[src/rtl/pwm_pkg.sv]
// Shared constants and the per-pin drive rule for the PWM output stage.
package pwm_pkg;

  localparam int PWM_BITS        = 8;
  localparam int NUM_PINS        = 16;
  localparam int DEFAULT_CLK_DIV = 13;

  localparam logic [PWM_BITS-1:0] DUTY_FULL = 8'hFF;
  localparam logic [PWM_BITS-1:0] CNT_MAX   = 8'hFF;

  // A disabled pin is always low; PWM select only matters once the pin is enabled.
  function automatic logic pin_drive(input logic en_out, input logic en_pwm, input logic level);
    logic drive;
    if (!en_out) begin
      drive = 1'b0;
    end else if (!en_pwm) begin
      drive = 1'b1;
    end else begin
      drive = level;
    end
    return drive;
  endfunction

endpackage

[src/rtl/pwm_timebase.sv]
// Shared PWM timebase: prescaler, 8-bit period counter and the duty shadow
// register that only updates at the period boundary.
module pwm_timebase
  import pwm_pkg::*;
#(
  parameter int CLK_DIV = DEFAULT_CLK_DIV
) (
  input  logic                clk,
  input  logic                rst,
  input  logic [PWM_BITS-1:0] duty_i,
  output logic                pwm_level_o,
  output logic                wrap_o
);

  localparam logic [7:0] PRESCALE_MAX = 8'(CLK_DIV - 1);

  logic [7:0]          prescaler_q, prescaler_d;
  logic [PWM_BITS-1:0] cnt_q, cnt_d;
  logic [PWM_BITS-1:0] duty_q, duty_d;
  logic                tick;

  assign tick   = (prescaler_q == PRESCALE_MAX);
  assign wrap_o = tick && (cnt_q == CNT_MAX);

  always_comb begin
    prescaler_d = prescaler_q;
    cnt_d       = cnt_q;
    duty_d      = duty_q;
    if (tick) begin
      prescaler_d = 8'd0;
      cnt_d       = cnt_q + 8'd1;
    end else begin
      prescaler_d = prescaler_q + 8'd1;
      cnt_d       = cnt_q;
    end
    // Duty is double-buffered so a mid-period write never produces a runt pulse.
    if (wrap_o) begin
      duty_d = duty_i;
    end else begin
      duty_d = duty_q;
    end
  end

  always_ff @(posedge clk or posedge rst) begin
    if (rst) begin
      prescaler_q <= 8'd0;
      cnt_q       <= 8'd0;
      duty_q      <= 8'd0;
    end else begin
      prescaler_q <= prescaler_d;
      cnt_q       <= cnt_d;
      duty_q      <= duty_d;
    end
  end

  // Full-scale duty stays high through the boundary instead of dropping for one step.
  always_comb begin
    pwm_level_o = 1'b0;
    if (duty_q == DUTY_FULL) begin
      pwm_level_o = 1'b1;
    end else begin
      pwm_level_o = (cnt_q < duty_q);
    end
  end

endmodule

[src/rtl/pwm_peripheral.sv]
// 16-pin output stage: each pin is off, on, or follows the shared PWM level.
// Pin drive and the period marker are registered.
module pwm_peripheral
  import pwm_pkg::*;
#(
  parameter int CLK_DIV = DEFAULT_CLK_DIV
) (
  input  logic                clk,
  input  logic                rst,
  input  logic [7:0]          en_reg_out_7_0,
  input  logic [7:0]          en_reg_out_15_8,
  input  logic [7:0]          en_reg_pwm_7_0,
  input  logic [7:0]          en_reg_pwm_15_8,
  input  logic [PWM_BITS-1:0] pwm_duty_cycle,
  output logic [NUM_PINS-1:0] out,
  output logic                period_start
);

  logic [NUM_PINS-1:0] en_out, en_pwm;
  logic [NUM_PINS-1:0] out_q, out_d;
  logic                period_start_q, period_start_d;
  logic                pwm_level;
  logic                wrap;

  assign en_out = {en_reg_out_15_8, en_reg_out_7_0};
  assign en_pwm = {en_reg_pwm_15_8, en_reg_pwm_7_0};

  pwm_timebase #(
    .CLK_DIV(CLK_DIV)
  ) u_timebase (
    .clk        (clk),
    .rst        (rst),
    .duty_i     (pwm_duty_cycle),
    .pwm_level_o(pwm_level),
    .wrap_o     (wrap)
  );

  always_comb begin
    out_d = '0;
    for (int i = 0; i < NUM_PINS; i++) begin
      out_d[i] = pin_drive(en_out[i], en_pwm[i], pwm_level);
    end
    period_start_d = wrap;
  end

  always_ff @(posedge clk or posedge rst) begin
    if (rst) begin
      out_q          <= 16'h0000;
      period_start_q <= 1'b0;
    end else begin
      out_q          <= out_d;
      period_start_q <= period_start_d;
    end
  end

  assign out          = out_q;
  assign period_start = period_start_q;

endmodule

[config.mk]
export PLATFORM = sky130hd
export DESIGN_NAME = pwm_peripheral
export DESIGN_NICKNAME = d
export VERILOG_FILES = /design/src/rtl/pwm_pkg.sv /design/src/rtl/pwm_timebase.sv /design/src/rtl/pwm_peripheral.sv
export SDC_FILE = /design/constraint.sdc
export NUM_CORES = 1
export LEC_CHECK = 0
export BUFFER_PORTS_ARGS = -buffer_cell sky130_fd_sc_hd__buf_4
export CORE_MARGIN = 3
export CORE_UTILIZATION = 50
export CTS_BUF_LIST = sky130_fd_sc_hd__clkbuf_16
export CTS_CLUSTER_DIAMETER = 50
export DETAILED_ROUTE_END_ITERATION = 8
export GPL_TIMING_DRIVEN = 0
export PLACE_DENSITY = 0.79
export REMOVE_ABC_BUFFERS = 1
export SYNTH_ARGS = -nofsm -noshare
export SYNTH_HDL_FRONTEND = slang
export SYNTH_HIERARCHICAL = 1
export SYNTH_SLANG_ARGS = --single-unit
[constraint.sdc]
create_clock -name clk -period 2.35 [get_ports clk]
set_input_delay 0.1175 -clock clk [delete_from_list [all_inputs] [get_ports clk]]
set_output_delay 0.1175 -clock clk [all_outputs]
set_load 0.005 [all_outputs]
# After elaboration in Yosys (flattened, before gate mapping)
# Index checks and enable logic that the tools add are counted.
# op_classes
n_addsub,2
order_cmp,1
eq_ne,3
n_mux,34
n_reduce_logical,1
# op_table
operator,count
1-bit 2-to-1 mux,33
"8-bit by 1-bit adder with 8-bit output, second input constant",2
"8-bit == test, second input constant",2
"8-bit by 4-bit == test with 1-bit output, second input constant",1
8-bit < comparator,1
8-bit 2-to-1 mux,1
1-bit logical AND,1
# word_totals
ff_bits,41
inputBits,42
output_inout_bits,17
elab_cells,46

# Depth between registers and ports, before layout
# Gate-level depths: netlist (run 1).
# depth
depth_word,4
mapped_depth,8
ltp_nobuf,7

# Cells and area by module
# Netlist (run 1), hierarchy kept.
# modules_own_cells
mod,n_inst,cells_each,area_each_um2,seq_area_each_um2
pwm_timebase,1,110,1253.7,600.6
pwm_peripheral,1,36,601.8,425.4

# Least setup slack after synthesis (run 1)
# OpenSTA, ideal clock, no wires.
# synth_path
path_kind,flip-flop to flip-flop
from,register u_timebase.prescaler_q[4]
to,register u_timebase.duty_q[0]
setup_ps,125
arrival_time_ps,1750
required_time_ps,2225
setup_slack_ps,475
path_stages_with_launch,6
path_buffers,1
period_less_slack_ps,1875
path_cell_list,dfrtp_1 nor4_2 nand4_2 or3_1 buf_6 mux2_4
# synth_between
elab_chain_len,2
# synth_lines
item,line_no,rtl
"start, declared",pwm_timebase.sv:17,"logic [7:0] prescaler_q, prescaler_d;"
"start signal, assigned",pwm_timebase.sv:50,prescaler_q <= prescaler_d;
8-bit by 4-bit == test with 1-bit output,pwm_timebase.sv:22,assign tick = (prescaler_q == PRESCALE_MAX);
1-bit logical AND,pwm_timebase.sv:23,assign wrap_o = tick && (cnt_q == CNT_MAX);
"end signal, assigned",pwm_timebase.sv:52,duty_q <= duty_d;
"end, declared",pwm_timebase.sv:19,"logic [PWM_BITS-1:0] duty_q, duty_d;"
# Every way passes these cells.
# A chain may end at the register's enable or synchronous reset.

# Worst setup path in the final report (run 1)
# layout_path
from,register u_timebase.prescaler_q[4]
to,register u_timebase.duty_q[1]
# Same word-level chain as after synthesis.

==> results of run 1 <==
layer usage:
layer	track usage	vias to the layer above
met5	0	-
met4	0.0886	0
met3	0.0590	8
met2	0.366	53
met1	0.234	662
li1	-	642
worst max-delay path, delay by kind of cell (launching register included):
family        cells  cell delay (ns)
simple gates      3             1.30
mux               1             0.39
flops             1             0.42
metrics by stage:
step                power, W  setup slack (ns)  instance area [µm²]  hold slack (ns)  utilization
floorplan           0.000793             0.390                 1830           0.0436            -
global placement    0.000876             0.215                 2320            0.227        0.675
detailed placement  0.000882             0.180                 2320            0.247        0.675
CTS                  0.00166             0.153                 2580         0.000888        0.750
global route         0.00170            0.0847                 2590          0.00119        0.752
finish               0.00165             0.129                 2590          0.00367        0.752
cell type report:
cell class / count / area, µm²
fill: 213 / 852
timing repair buffer: 68 / 536
clock buffer: 5 / 125
multi-input combinational: 88 / 751
inverter: 14 / 52.6
sequential: 41 / 1030
clock inverter: 3 / 42.5
tap: 46 / 57.6
final timing paths:
path | end | cells after the start | startpoint
setup / recovery | u_timebase/duty_q[1] | 4 | u_timebase/prescaler_q[4]
hold / removal | out[11] | 2 | en_reg_pwm_15_8[3]
setup reg to reg | u_timebase/duty_q[1] | 4 | u_timebase/prescaler_q[4]
hold reg to reg | u_timebase/prescaler_q[0] | 1 | u_timebase/prescaler_q[0]
max in group asynchronous | u_timebase/cnt_q[6] | 3 | rst
min in group asynchronous | out[7] | 3 | rst
logic make-up after synthesis:
family          after synthesis  synth area share
compound gates               22             0.107
xor+xnor                     13            0.0614
fa+ha+maj                    10            0.0674
buf+inv                      17            0.0425
flops                        41             0.553
mux                           8            0.0647
simple gates                 35             0.104
cells in the final DEF (no fill, tap or decap), drive strengths merged:
cell,n
a21boi,16
a21oi,1
a221oi,1
and3,3
and4,1
buf,58
bufinv,1
clkbuf,5
clkinv,1
dfrtp,41
dlygate4sd3,10
ha,10
inv,15
mux2,8
nand2,7
nand3,7
nand4,5
nor2,5
nor2b,1
nor3,4
nor4,1
o21ai,2
o22a,1
o41ai,1
or3,1
xnor2,9
xor2,4
flip-flops by register name (all words and copies together), names as in the netlist:
register                flops
out                        16
period_start                1
u_timebase/cnt_q            8
u_timebase/duty_q           8
u_timebase/prescaler_q      8
power groups by stage:
stage                     Combinational (W)  Clock [W]  Sequential, W
final                              0.000145   0.000763       0.000738
after CTS                          0.000144   0.000776       0.000738
after detailed placement           0.000131          0       0.000750
after global placement             0.000126          0       0.000750
after global routing               0.000158   0.000798       0.000740
after floorplan                   0.0000427          0       0.000750
what timing repair did:
action	4_1_cts	5_1_grt
hold buffers	9	1
endpoints found under the setup margin	0	0
endpoints found under the hold margin	25	1
resized for setup	0	0
==> metrics.md, run 1 <==
| Metric | Value |
|---|---|
| Status | finished clean |
| Seq pwr share | 0.448 |
| Initial DRC count | 72 |
| Largest voltage drop on the vdd net | 389 µV |
| Final wirelength | 4280 µm |
| Number of global-route vias before repair | 1407 |
| Non-filler instance count after layout | 265 |
| Number of synthesis warnings | 6 |
| Die Span X | 66.9 µm |
| Critical Path Start Type | flip-flop |
| Worst-path cell with the longest stage delay | or3_1 |
| WL met2 | 2410 µm |
| Cell Rows | 21 |
| Part of the power in the clock network | 0.464 |
| Cts bufs inserted | 5 |
| Number of standard cells after synthesis | 146 |
| Path type of the worst setup path | reg2reg |
| Post-synthesis cell area | 1860 µm² |
| Share of the clock period used by the worst path after layout | 0.945 |
| Clock tree from TritonCTS | done |
| Number of top-level design ports | 59 |
| Power share of the combinational group | 0.088 |
| Synthesized flop and latch total | 41 |
| Root buf cell | clkbuf_16 |
| Vias after detailed routing | 1365 |
| Proportion of layout cells with a drive suffix above 1 | 0.402 |
| Sum of negative setup slack | 0 ns |
| Count leader, synth | dfrtp_1 |
| Layout Area Growth over Synthesis | 39.6% |
| Source-to-sink clock delay at the later pin of the worst-skew pair | 0.28 ns |
| Pin count of the biggest net entering global routing | 25 |
| Post-synth top area cell | dfrtp_1 |
| Top post-synthesis cells by area | dfrtp_1 (55%), ha_1 (6.7%), mux2_4 (6.5%) |
| ANT nets after route | 0 |
| Arrival time of the worst setup path | 2.38 ns |
| Most instantiated cells after synthesis | dfrtp_1 (41), inv_1 (13), a21boi_2 (10), ha_1 (10), xnor2_1 (9) |
| Average vias per placed instance | 5.15 |
| Count of H-tree levels built during CTS | 2 |
| DIE AREA | 4480 µm² |
| Number of antenna violations at the first check in global routing | 0 |
| Post-route clock skew | 0.00572 ns |
| Setup slack on the worst flop-to-flop path | 0.13 ns |
| Net Switching | 0.000325 W |
| Critical Path Fanout Max | 8 |
| Design internal power | 0.00132 W |
| Fraction of registers with async set or reset after synthesis | 1.00 |
| Hold Violations, Final | 0 |
| Die height | 66.9 µm |
| Nets@finish | 270 |
| Power per Cell Area | 636 nW/µm² |
| Relative slew slack | 0.381 |
| Aggregate global routing overflow | 0 |
| Detailed-route DRC error count | 0 |
| Share of the synthesized area in the top cell type | 0.553 |
| Highest metal used | met4 |
| Worst endpoint required time | 2.51 ns |
| Fmax | 450 MHz |
| Avg Cell Area, Syn | 12.7 µm² |
| First-pass GRT wire length | 6620 µm |
| Fraction of the yosys area taken by sequential cells | 0.553 |
| Post-CTS repair timing setup buffer count | 0 |
| Final count of negative-setup-slack endpoints | 0 |
| Post-route met1 wirelength | 1550 µm |
| Clock sinks | 41 |
| Worst stage delay on the critical path | 0.66 ns |
| Count of flip-flops with a built-in enable after synthesis | 0 |
| Setup repair after global routing missed its margin | false |
| Placeable core area | 3440 µm² |
| Final critical path time including I/O delays and setup | 2.22 ns |
| Top_reg_cell synth | dfrtp_1 |
| Clock-pin slew reported for the worst setup and hold paths after clock tree synthesis | 0.06 ns |
| Proportion of total power due to net switching | 0.198 |
| Final slew viol count | 0 |
| Met3 WL | 254 µm |
| Routed wire length per instance | 16.2 µm |
| Diodes inserted | 0 |
| Starting density of the core | 0.539 |
| Buffers added on ports | 58 |
| Slew at the pin with the worst max-slew slack | 0.928 ns |
| HPWL Detailed | 2880 µm |
| Synth unique cells | 28 |
| Category of the worst setup path capture point | flip-flop |
| Max clock buf depth | 2 |
| Final weighted congestion of routability-driven global placement | 0.826 |
| Iteration count of the initial detailed-routing pass | 4 |
| Total leakage power | 1.29 nW |
| Placed insts | 247 |
| Global Route Usage Sum | 0.209 |
| Series of cell instances along the critical path | nor4_2 > nand4_2 > or3_1 > mux2_4 |
| Number of violations of the max-capacitance limit | 0 |
| Worst min-delay path class | in2reg |
No activity file was read; power rests on OpenSTA's default activity.
==> run 2: changes to the inputs <==
CORE_UTILIZATION = 39   (was 50)
PLACE_DENSITY = default   (was 0.79)
REMOVE_ABC_BUFFERS = default   (was 1)
==> run 2 against run 1 <==
Register-to-register slack improved by 0.22 ns. Clock power decreased by 17%. Final area fell by 0.19%. Clock-buffer cell count unchanged. Utilization shrank 17 points. Critical endpoint is now u_timebase/duty_q[6]. Largest power group is now registers. Highest routed layer unchanged.
==> metrics.md, run 2 (synthesis gave the netlist of run 1 again) <==
| Metric | Value |
|---|---|
| Status | finished clean (unchanged) |
| Number of top-level design ports | 59 (unchanged) |
| Number of nets in the synthesized netlist | 198 |
| Total leakage power | 1.29 nW (about the same) |
| Critical Path Start Type | flip-flop (unchanged) |
| Minimum setup slack after placement | 0.330 ns (was 0.180 ns) |
| Share of the clock period used by the worst path after layout | 0.850 (was 0.945) |
| Layout Area Growth over Synthesis | 39.3% (was 39.6%) |
| Max clock buf depth | 2 (unchanged) |
| Count of H-tree levels built during CTS | 2 (unchanged) |
| Relative slew slack | 0.385 (was 0.381) |
| Slew at the pin with the worst max-slew slack | 0.921 ns (was 0.928 ns) |
| Commonest cells after routing, fill and taps aside | buf_4 (58), dfrtp_1 (41), inv_1 (14) (unchanged) |
| Final count of negative-setup-slack endpoints | 0 (unchanged) |
| Fmax | 501 MHz (was 450 MHz) |
| Worst hold margin | 0.00837 ns (was 0.00367 ns) |
| Cell Rows | 24 (was 21) |
| Cts bufs inserted | 5 (unchanged) |
| Number of global-route vias before repair | 1378 (was 1407) |
| Number of violations of the max-capacitance limit | 0 (unchanged) |
| Setup slack on the worst flop-to-flop path | 0.35 ns (was 0.13 ns) |
| Die Span X | 75.0 µm (was 66.9 µm) |
| ANT nets after route | 0 (unchanged) |
| Global Route Usage Sum | 0.150 (was 0.209) |
| HPWL Detailed | 2820 µm (was 2880 µm) |
| Final wirelength | 3630 µm (was 4280 µm) |
| Placed insts | 256 (was 247) |
| Buffers added on ports | 58 (unchanged) |
| Detailed-route DRC error count | 0 (unchanged) |
| Routed wire length per instance | 13.3 µm (was 16.2 µm) |
| Clock sinks | 41 (unchanged) |
| Post-route clock skew | 0.00377 ns (was 0.00572 ns) |
| Placeable core area | 4470 µm² (was 3440 µm²) |
| Worst min-delay path class | in2reg (unchanged) |
| Worst endpoint required time | 2.51 ns (about the same) |
| Clock-pin slew reported for the worst setup and hold paths after clock tree synthesis | 0.06 ns (about the same) |
| Design area | 2580 µm² (was 2590 µm²) |
| Iteration count of the initial detailed-routing pass | 2 (was 4) |
| Number of antenna violations at the first check in global routing | 0 (unchanged) |
| Starting density of the core | 0.415 (was 0.539) |
| Setup repair after global routing missed its margin | false (unchanged) |
| Diodes inserted | 0 (unchanged) |
| Arrival time of the worst setup path | 2.16 ns (was 2.38 ns) |
| Number of gates given a new drive strength after cts | 0 (unchanged) |
| Power per Cell Area | 585 nW/µm² (was 636 nW/µm²) |
| Source-to-sink clock delay at the later pin of the worst-skew pair | 0.28 ns (about the same) |
| Vias after detailed routing | 1308 (was 1365) |
| Path type of the worst setup path | reg2reg (unchanged) |
| Aggregate global routing overflow | 0 (unchanged) |
| First-pass GRT wire length | 6270 µm (was 6620 µm) |
| Root buf cell | clkbuf_16 (unchanged) |
| Die height | 75.0 µm (was 66.9 µm) |
| Initial DRC count | 49 (was 72) |
| Max reg flops | 16 (unchanged) |
| Proportion of layout cells with a drive suffix above 1 | 0.407 (was 0.402) |
| Non-filler instance count after layout | 273 (was 265) |
| Largest voltage drop on the vdd net | 350 µV (was 389 µV) |
| Final slew viol count | 0 (unchanged) |
| Final worst-path setup slack | 0.352 ns (was 0.129 ns) |
| DIE AREA | 5620 µm² (was 4480 µm²) |
| Sum of negative setup slack | 0 ns (unchanged) |
| Hold Violations, Final | 0 (unchanged) |
| Nets@finish | 272 (was 270) |
| Clock tree from TritonCTS | done (unchanged) |
| Cell Area, Placed | 2360 µm² (was 2320 µm²) |
| Pin count of the biggest net entering global routing | 25 (unchanged) |
| Average vias per placed instance | 4.79 (was 5.15) |
| Leading cell type in the layout, fill and taps excluded | buf_4 (unchanged) |
| Category of the worst setup path capture point | flip-flop (unchanged) |
| Final weighted congestion of routability-driven global placement | 0.745 (was 0.826) |
| Fill count | 378 (was 213) |
| Critical Path Fanout Max | 8 (unchanged) |
| Final critical path time including I/O delays and setup | 2.00 ns (was 2.22 ns) |
[run 2: what timing repair did]
item / CTS / global route
hold endpoints to repair: 24 / 1
hold buffers: 8 / 1
setup buffers: 0 / 0
[run 2: final cells by class]
| type | instances | area (µm²) | share of cell area |
|---|---|---|---|
| clock buffer | 5 | 125 | 0.0484 |
| timing repair buffer | 67 | 526 | 0.203 |
| inverter | 14 | 52.6 | 0.0203 |
| buffer | 3 | 26.3 | 0.0102 |
| clock inverter | 3 | 13.8 | 0.00532 |
| multi-input combinational | 88 | 751 | 0.290 |
| sequential | 41 | 1030 | 0.397 |
| tap | 52 | 65.1 | 0.0252 |
[run 2: routing by layer]
layer | part of all wire | vias up | track usage | routed length, µm
met3 | 0.10 | 5 | 0.0761 | 378
met5 | 0 | - | 0 | 0
met4 | 0.014 | 0 | 0.0593 | 51
met2 | 0.44 | 48 | 0.214 | 1590
met1 | 0.44 | 609 | 0.195 | 1620
li1 | - | 646 | - | -
[run 2: final timing paths]
check                                                from                        end  cells after the start
worst max-delay path            u_timebase/prescaler_q[4]       u_timebase/duty_q[6]                      5
worst min-delay path                    en_reg_pwm_7_0[5]                     out[5]                      2
worst max register to register  u_timebase/prescaler_q[4]       u_timebase/duty_q[6]                      5
worst min register to register  u_timebase/prescaler_q[0]  u_timebase/prescaler_q[0]                      1
max in group asynchronous                             rst  u_timebase/prescaler_q[5]                      3
min in group asynchronous                             rst                    out[11]                      3
[run 2: critical path: stages, from the launching register on]
cell and delay, ns:
dfrtp_1 0.42, nor4_2 0.34, nand4_2 0.23, or3_1 0.44, buf_6 0.16, mux2_4 0.30
[run 2: where the power goes]
group	total, W	internal [W]	leakage (nW)	switching [W]
clock	0.000636	0.000385	0.0748	0.000251
combinational	0.000140	0.0000937	0.720	0.0000459
sequential	0.000737	0.000728	0.497	0.00000977
[run 2: stage by stage]
step	total power (W)	util
6_report	0.00151	0.578
5_1_grt	0.00159	0.578
4_1_cts	0.00154	0.576
3_5_place_dp	0.000881	0.527
3_3_place_gp	0.000877	0.527
2_1_floorplan	0.000793	-
